**config.mk**
```make
export PLATFORM = sky130hd
export DESIGN_NAME = mio_uart_tx
export DESIGN_NICKNAME = d
export VERILOG_FILES = /design/src/rtl/mio_uart_pkg.sv /design/src/rtl/mio_uart_fifo.sv /design/src/rtl/mio_uart_tx.sv
export SDC_FILE = /design/constraint.sdc
export NUM_CORES = 1
export LEC_CHECK = 0
export ABC_AREA = 1
export BUFFER_PORTS_ARGS = -buffer_cell sky130_fd_sc_hd__buf_2
export CORE_ASPECT_RATIO = 2
export CORE_MARGIN = 2
export CORE_UTILIZATION = 56
export DETAILED_ROUTE_END_ITERATION = 16
export GPL_TIMING_DRIVEN = 0
export HOLD_SLACK_MARGIN = 0.06
export PLACE_DENSITY = 0.86
export SLEW_MARGIN = 20
export SYNTH_ARGS = -nofsm -noshare
export SYNTH_HDL_FRONTEND = slang
export SYNTH_SLANG_ARGS = --single-unit
```
**constraint.sdc**
```tcl
create_clock -name clk -period 3.5 [get_ports clk]
set_input_delay 0.7 -clock clk [delete_from_list [all_inputs] [get_ports clk]]
set_output_delay 0.7 -clock clk [all_outputs]
set_load 0.005 [all_outputs]
```
**src/rtl/mio_uart_pkg.sv**
```systemverilog
// mio_uart_pkg: shared types and constants for the memory-mapped UART
// transmitter.
//   uart_st_t          - transmit FSM state encoding
//   STAT_*_BIT         - bit positions inside the 32-bit status word
//   WDATA_CLR_OVF_BIT  - write-data bit that selects the clear-overflow command
//   even_parity8()     - even parity of one data byte
package mio_uart_pkg;

   typedef enum logic [2:0] {
      IDLE   = 3'd0,
      START  = 3'd1,
      DATA   = 3'd2,
      PARITY = 3'd3,
      STOP   = 3'd4
   } uart_st_t;

   localparam int STAT_PARITY_BIT   = 12;
   localparam int STAT_OVF_BIT      = 11;
   localparam int STAT_FULL_BIT     = 10;
   localparam int STAT_EMPTY_BIT    = 9;
   localparam int STAT_BUSY_BIT     = 8;
   localparam int WDATA_CLR_OVF_BIT = 8;

   function automatic logic even_parity8(input logic [7:0] d);
      return ^d;
   endfunction

endpackage

```
**src/rtl/mio_uart_fifo.sv**
```systemverilog
// mio_uart_fifo: synchronous FIFO feeding the UART transmitter.
//   clk, rst  - clock and synchronous active-high reset
//   push, din - write request and data; ignored when full unless pop is
//               also accepted in the same cycle
//   pop, dout - read request and head-of-queue data (dout valid when !empty)
//   full      - registered, high when 2^DEPTH_LOG2 entries are held
//   empty     - registered, high when no entry is held
//   count     - registered occupancy, 0..2^DEPTH_LOG2
module mio_uart_fifo
   import mio_uart_pkg::*;
#(
   parameter int DEPTH_LOG2 = 3,
   parameter int WIDTH      = 8
) (
   input  logic                  clk,
   input  logic                  rst,
   input  logic                  push,
   input  logic                  pop,
   input  logic [WIDTH-1:0]      din,
   output logic [WIDTH-1:0]      dout,
   output logic                  full,
   output logic                  empty,
   output logic [DEPTH_LOG2:0]   count
);

   localparam int DEPTH = 1 << DEPTH_LOG2;
   localparam int CNT_W = DEPTH_LOG2 + 1;

   logic [WIDTH-1:0]      mem_q [DEPTH];
   logic [WIDTH-1:0]      mem_d [DEPTH];
   logic [DEPTH_LOG2-1:0] wr_ptr_q, wr_ptr_d;
   logic [DEPTH_LOG2-1:0] rd_ptr_q, rd_ptr_d;
   logic [CNT_W-1:0]      count_q, count_d;
   logic                  full_q, full_d;
   logic                  empty_q, empty_d;
   logic                  push_ok_s;
   logic                  pop_ok_s;

   // Qualify requests and compute next pointers, occupancy and flags.
   always_comb begin
      pop_ok_s  = pop && !empty_q;
      // A full FIFO still takes a write when the head leaves in the same cycle.
      push_ok_s = push && (!full_q || pop_ok_s);
      mem_d     = mem_q;
      wr_ptr_d  = wr_ptr_q;
      rd_ptr_d  = rd_ptr_q;
      count_d   = count_q;
      if (push_ok_s) begin
         mem_d[wr_ptr_q] = din;
         wr_ptr_d        = wr_ptr_q + DEPTH_LOG2'(1'b1);
      end else begin
         wr_ptr_d = wr_ptr_q;
      end
      if (pop_ok_s) begin
         rd_ptr_d = rd_ptr_q + DEPTH_LOG2'(1'b1);
      end else begin
         rd_ptr_d = rd_ptr_q;
      end
      case ({push_ok_s, pop_ok_s})
         2'b10:   count_d = count_q + CNT_W'(1'b1);
         2'b01:   count_d = count_q - CNT_W'(1'b1);
         default: count_d = count_q;
      endcase
      full_d  = (count_d == CNT_W'(DEPTH));
      empty_d = (count_d == CNT_W'(1'b0));
   end

   // Storage, pointers and registered flags.
   always_ff @(posedge clk) begin
      if (rst) begin
         for (int i = 0; i < DEPTH; i++) begin
            mem_q[i] <= {WIDTH{1'b0}};
         end
         wr_ptr_q <= {DEPTH_LOG2{1'b0}};
         rd_ptr_q <= {DEPTH_LOG2{1'b0}};
         count_q  <= {CNT_W{1'b0}};
         full_q   <= 1'b0;
         empty_q  <= 1'b1;
      end else begin
         mem_q    <= mem_d;
         wr_ptr_q <= wr_ptr_d;
         rd_ptr_q <= rd_ptr_d;
         count_q  <= count_d;
         full_q   <= full_d;
         empty_q  <= empty_d;
      end
   end

   assign dout  = mem_q[rd_ptr_q];
   assign full  = full_q;
   assign empty = empty_q;
   assign count = count_q;

endmodule

```
**src/rtl/mio_uart_tx.sv**
```systemverilog
// mio_uart_tx: memory-mapped UART transmitter (8N1, or 8E1 when the
// MIO_UART_TX_PARITY_EN macro is defined).
//   clk, rst  - clock and synchronous active-high reset
//   we, wdata - bus write; wdata[8]=1 clears the overflow flag, otherwise
//               wdata[7:0] is queued for transmission
//   txd       - registered serial line, idle high
//   busy      - registered, frame on the line or bytes still queued
//   fifo_full - registered FIFO full flag
//   status    - {19'b0, parity_en, ovf, full, empty, busy, count[7:0]},
//               built only from registers
module mio_uart_tx
   import mio_uart_pkg::*;
#(
   parameter int DIV        = 868,
   parameter int DEPTH_LOG2 = 3
) (
   input  logic        clk,
   input  logic        rst,
   input  logic        we,
   input  logic [31:0] wdata,
   output logic        txd,
   output logic        busy,
   output logic        fifo_full,
   output logic [31:0] status
);

`ifdef MIO_UART_TX_PARITY_EN
   localparam logic PARITY_FLAG = 1'b1;
`else
   localparam logic PARITY_FLAG = 1'b0;
`endif

   uart_st_t              state_q, state_d;
   logic [15:0]           baud_q, baud_d;
   logic [2:0]            bit_cnt_q, bit_cnt_d;
   logic [7:0]            shreg_q, shreg_d;
   logic                  txd_q, txd_d;
   logic                  busy_q, busy_d;
   logic                  ovf_q, ovf_d;
`ifdef MIO_UART_TX_PARITY_EN
   logic                  par_q, par_d;
`endif

   logic                  clr_cmd_s, push_req_s, push_ok_s, pop_s, baud_end_s;
   logic [7:0]            fifo_dout_s;
   logic                  fifo_full_s, fifo_empty_s;
   logic [DEPTH_LOG2:0]   fifo_count_s;
   logic                  wdata_unused;

   assign wdata_unused = ^wdata[31:9];

   mio_uart_fifo #(
      .DEPTH_LOG2 (DEPTH_LOG2),
      .WIDTH      (8)
   ) u_fifo (
      .clk   (clk),
      .rst   (rst),
      .push  (push_ok_s),
      .pop   (pop_s),
      .din   (wdata[7:0]),
      .dout  (fifo_dout_s),
      .full  (fifo_full_s),
      .empty (fifo_empty_s),
      .count (fifo_count_s)
   );

   // Write decode, push acceptance and the sticky overflow flag.
   always_comb begin
      clr_cmd_s  = we && wdata[WDATA_CLR_OVF_BIT];
      push_req_s = we && !wdata[WDATA_CLR_OVF_BIT];
      push_ok_s  = push_req_s && (!fifo_full_s || pop_s);
      if (clr_cmd_s) begin
         ovf_d = 1'b0;
      end else if (push_req_s && !push_ok_s) begin
         ovf_d = 1'b1;
      end else begin
         ovf_d = ovf_q;
      end
   end

   // Transmit FSM: next state, baud/bit counters and shift register.
   always_comb begin
      baud_end_s = (baud_q == 16'(DIV - 1));
      state_d    = state_q;
      baud_d     = baud_q + 16'd1;
      bit_cnt_d  = bit_cnt_q;
      shreg_d    = shreg_q;
      pop_s      = 1'b0;
`ifdef MIO_UART_TX_PARITY_EN
      par_d      = par_q;
`endif
      case (state_q)
         IDLE: begin
            baud_d = 16'd0;
            if (!fifo_empty_s) begin
               pop_s     = 1'b1;
               shreg_d   = fifo_dout_s;
               bit_cnt_d = 3'd0;
`ifdef MIO_UART_TX_PARITY_EN
               par_d     = even_parity8(fifo_dout_s);
`endif
               state_d   = START;
            end else begin
               state_d = IDLE;
            end
         end
         START: begin
            if (baud_end_s) begin
               baud_d  = 16'd0;
               state_d = DATA;
            end else begin
               state_d = START;
            end
         end
         DATA: begin
            if (baud_end_s) begin
               baud_d    = 16'd0;
               shreg_d   = {1'b0, shreg_q[7:1]};
               bit_cnt_d = bit_cnt_q + 3'd1;
               if (bit_cnt_q == 3'd7) begin
`ifdef MIO_UART_TX_PARITY_EN
                  state_d = PARITY;
`else
                  state_d = STOP;
`endif
               end else begin
                  state_d = DATA;
               end
            end else begin
               state_d = DATA;
            end
         end
`ifdef MIO_UART_TX_PARITY_EN
         PARITY: begin
            if (baud_end_s) begin
               baud_d  = 16'd0;
               state_d = STOP;
            end else begin
               state_d = PARITY;
            end
         end
`endif
         STOP: begin
            if (baud_end_s) begin
               baud_d  = 16'd0;
               state_d = IDLE;
            end else begin
               state_d = STOP;
            end
         end
         default: begin
            baud_d  = 16'd0;
            state_d = IDLE;
         end
      endcase
   end

   // Line level and busy for the next cycle, derived from the current state
   // so that both outputs come straight from flops.
   always_comb begin
      case (state_q)
         IDLE:    txd_d = 1'b1;
         START:   txd_d = 1'b0;
         DATA:    txd_d = shreg_q[0];
`ifdef MIO_UART_TX_PARITY_EN
         PARITY:  txd_d = par_q;
`endif
         STOP:    txd_d = 1'b1;
         default: txd_d = 1'b1;
      endcase
      busy_d = (state_q != IDLE) || !fifo_empty_s;
   end

   // State register; reset aborts any frame in progress.
   always_ff @(posedge clk) begin
      if (rst) begin
         state_q   <= IDLE;
         baud_q    <= 16'd0;
         bit_cnt_q <= 3'd0;
         shreg_q   <= 8'd0;
         txd_q     <= 1'b1;
         busy_q    <= 1'b0;
         ovf_q     <= 1'b0;
`ifdef MIO_UART_TX_PARITY_EN
         par_q     <= 1'b0;
`endif
      end else begin
         state_q   <= state_d;
         baud_q    <= baud_d;
         bit_cnt_q <= bit_cnt_d;
         shreg_q   <= shreg_d;
         txd_q     <= txd_d;
         busy_q    <= busy_d;
         ovf_q     <= ovf_d;
`ifdef MIO_UART_TX_PARITY_EN
         par_q     <= par_d;
`endif
      end
   end

   // Status word packing (all fields are register outputs).
   always_comb begin
      status                  = 32'd0;
      status[STAT_PARITY_BIT] = PARITY_FLAG;
      status[STAT_OVF_BIT]    = ovf_q;
      status[STAT_FULL_BIT]   = fifo_full_s;
      status[STAT_EMPTY_BIT]  = fifo_empty_s;
      status[STAT_BUSY_BIT]   = busy_q;
      status[7:0]             = 8'(fifo_count_s);
   end

   assign txd       = txd_q;
   assign busy      = busy_q;
   assign fifo_full = fifo_full_s;

endmodule

```
==> results by group <==
Run status
  – Outcome: finished clean

Global route
  – GRT overflow: 0
  – First-pass GRT wire length: 23.5 mm
  – Total GRT Usage: 29.6%
  – Largest net degree at the start of global routing: 19
  – Initial antenna violation count: 0
  – Number of global-route vias before repair: 4943

Timing
  – Min Hold Slack: 0.460 ns
  – Max-Slew Margin vs Limit: 43.8%
  – Final setup viols: 0
  – Final Critical Period: 2.39 ns
  – Fin Setup TNS: 0 ns
  – Setup slack after layout: 1.11 ns
  – Worst Skew: 0.00828 ns
  – Fmax achieved: 0.418 GHz
  – Fin. max-slew vios: 0
  – RSZ-0062 raised after global routing: no
  – Worst-Margin Slew: 0.840 ns
  – Hold Fails Final Rpt: 0
  – Final period utilization: 68.3%

Pwr
  – Gate power share: 31.8%
  – Cell Pwr Density: 601 mW/mm^2
  – Clock share of power: 28.5%
  – Maximum vdd ir drop: 0.302 mV
  – Seq pwr share: 39.7%
  – Switching portion of total power: 36.4%
  – Net switching power: 1.31 mW
  – Pint: 2.29 mW
  – Total power draw: 3.61 mW
  – Leak: 2.43 nW

Finish
  – # nets final: 871
  – Ant diodes: 0
  – Design Area, Final: 0.00600 mm^2
  – Synth-to-Final Area Change: 10.8%
  – Non-Filler Instances: 936
  – Layout cells sized above 1: 11.2%
  – Fillers: 870
  – Utilization after layout: 64.0%

Die
  – Core area: 0.00938 mm^2
  – DIE WIDTH: 73.6 um
  – Initial core utilization: 57.8%
  – I/O pin count: 70
  – Die Area: 0.0105 mm^2
  – Std cell rows: 50
  – Die Height: 143 um

Logic synthesis
  – Synth Area in XOR/XNOR: 1.13%
  – Largest family of logic cells by synthesized area: simple AND/OR/NAND/NOR gates
  – Post-synth EDFFs: 0
  – Synth Register Bits: 109
  – Cell variety after synth: 33
  – Post-Syn Area: 0.00542 mm^2
  – Async set or reset register ratio after synthesis: 0%
  – Post-Synth Adder-Cell Area: 1.85%
  – Synth warn: 0
  – Syn Area/Cell: 6.95 um^2
  – Main flop type after synthesis: dfxtp_1
  – Post-Syn Instances: 780
  – Post-synthesis sequential area ratio: 40.2%
  – Compound-gate portion of the synthesized area: 10.9%
  – Synth Area in Simple Gates: 34.3%
  – Mux contribution to synthesized area: 0%

Critical path
  – CP endpoint kind: flop
  – Setup crit start: state_q[1]
  – CP max FO: 7
  – Data arrival time of the worst path: 2.64 ns
  – Reg2reg setup slack: 1.11 ns
  – WS Path Type: flop to flop
  – Reg2reg end: u_fifo.empty
  – R2r worst-path depth: 15
  – Crit start category: flop
  – Critical R2R Launch: state_q[1]
  – Worst Setup EP: u_fifo.empty
  – CP Data Required Time: 3.75 ns

Clocking
  – CTS tree: built
  – Post-CTS Resized: 0
  – Max Buffers Root-to-Sink: 2
  – Clock sink total: 109
  – Htree depth: 3
  – TritonCTS Buffers: 9
  – Root Driver: clkbuf_16
  – Post-CTS setup buffer count: 0
  – # hold bufs at CTS: 0
  – Worst skew pair latency: 0.36 ns
  – CTS clk-pin slew, worst paths: 0.07 ns

Placed design
  – HPWL after DPL: 11.4 mm
  – Placed Area: 0.00571 mm^2
  – Port bufs: 14
  – Setup WS pre-CTS: 0.892 ns
  – Placed insts: 921
  – GPL Wtd Cong: 0.981

Drt
  – Via count: 5312
  – Total Wirelength: 15.3 mm
  – Drt pass-1 iters: 6
  – Via-per-instance ratio: 5.68
  – DRC errors left: 0
  – WL/cell: 16.3 um
  – Remaining antenna violation count: 0
  – First-iteration detailed-routing DRC count: 337

Min path
  – Min-Delay Path Class: flop to flop

Flow run
  – # Max-Cap Violations: 0
## cells in the final DEF (no fill, tap or decap), drive strengths merged
| cell | instances |
|---|---|
| bufinv | 1 |
| inv | 51 |
| xor2 | 5 |
| nand3 | 138 |
| ha | 8 |
| clkinv | 3 |
| conb | 24 |
| and2 | 1 |
| clkbuf | 28 |
| clkinvlp | 2 |
| nor3 | 7 |
| buf | 65 |
| nor4 | 1 |
| nand2b | 1 |
| o211ai | 1 |
| or2 | 7 |
| a21oi | 91 |
| o21a | 2 |
| nor2 | 62 |
| dfxtp | 109 |
| a21boi | 1 |
| nand2 | 197 |
| nor3b | 1 |
| nand4 | 3 |
| xnor2 | 2 |
| o21ai | 21 |
## metal layers
| metal | wire length, um | track usage (%) |
|---|---|---|
| met5 | 0 | 0 |
| met4 | 1320 | 25.4 |
| met3 | 845 | 4.38 |
| met2 | 8050 | 54.0 |
| met1 | 5060 | 27.0 |
## flip-flops by register name, summed over array words and instances, names as in the netlist
signal and flops:
u_fifo.full 1, state_q 3, shreg_q 8, u_fifo.rd_ptr_q 3
u_fifo.mem_q 64, bit_cnt_q 3, baud_q 16, u_fifo.wr_ptr_q 3
u_fifo.count 4, u_fifo.empty 1, ovf_q 1, txd 1
busy 1
## worst max-delay path: stages (launching register included)
cell	delay, ns
dfxtp_1	0.35
nor2_4	0.19
nand3_4	0.15
inv_1	0.23
ha_1	0.28
nand2_1	0.08
inv_1	0.08
nor2_1	0.06
ha_1	0.17
a21oi_1	0.17
nand2b_1	0.13
nand3_1	0.08
nand3_1	0.13
nand2_1	0.07
nand2_1	0.08
inv_1	0.04
## synthesized netlist by cell type (8+ instances only)
library cell | n | area, um^2
nor2_1 | 59 | 221
a21oi_1 | 91 | 455
o21ai_0 | 21 | 105
buf_2 | 15 | 75.1
buf_4 | 28 | 210
clkbuf_1 | 18 | 67.6
nand3_1 | 136 | 681
nand2_1 | 195 | 732
dfxtp_1 | 109 | 2180
inv_1 | 48 | 180
ha_1 | 8 | 100
## cell type report
type	count	area (um^2)	share of cell area, %
Buffer	70	433	7.21
Sequential cell	109	2180	36.3
Inverter	51	191	3.19
Tap cell	104	130	2.17
Timing Repair Buffer	14	70.1	1.17
Clock inverter	6	71.3	1.19
Multi-Input combinational cell	573	2700	45.0
Clock buffer	9	225	3.75
## how the worst min path moves through the flow
stage | startpoint | to | slack, ns | cells after the start
2_1_floorplan | u_fifo.mem_q[23] | u_fifo.mem_q[23] | 0.44 | 2
3_3_place_gp | u_fifo.mem_q[47] | u_fifo.mem_q[47] | 0.45 | 2
3_5_place_dp | u_fifo.mem_q[47] | u_fifo.mem_q[47] | 0.45 | 2
4_1_cts | u_fifo.mem_q[23] | u_fifo.mem_q[23] | 0.46 | 2
5_1_grt | u_fifo.mem_q[10] | u_fifo.mem_q[10] | 0.48 | 2
6_report | u_fifo.mem_q[23] | u_fifo.mem_q[23] | 0.46 | 2
## logic make-up after synthesis
family	after synthesis
simple gates	418
buf+inv	121
compound gates	116
flops	109
fa+ha+maj	8
xor+xnor	7
other cells	1
## power groups by stage
stage          Sequential [mW]  Combinational (mW)  Clock (mW)
2_1_floorplan             1.44               0.803           0
3_3_place_gp              1.45                1.10           0
5_1_grt                   1.44                1.26        1.09
6_report                  1.43                1.15        1.03
3_5_place_dp              1.46                1.11           0
4_1_cts                   1.43                1.13        1.04
Power figures use the tool's default switching activity.
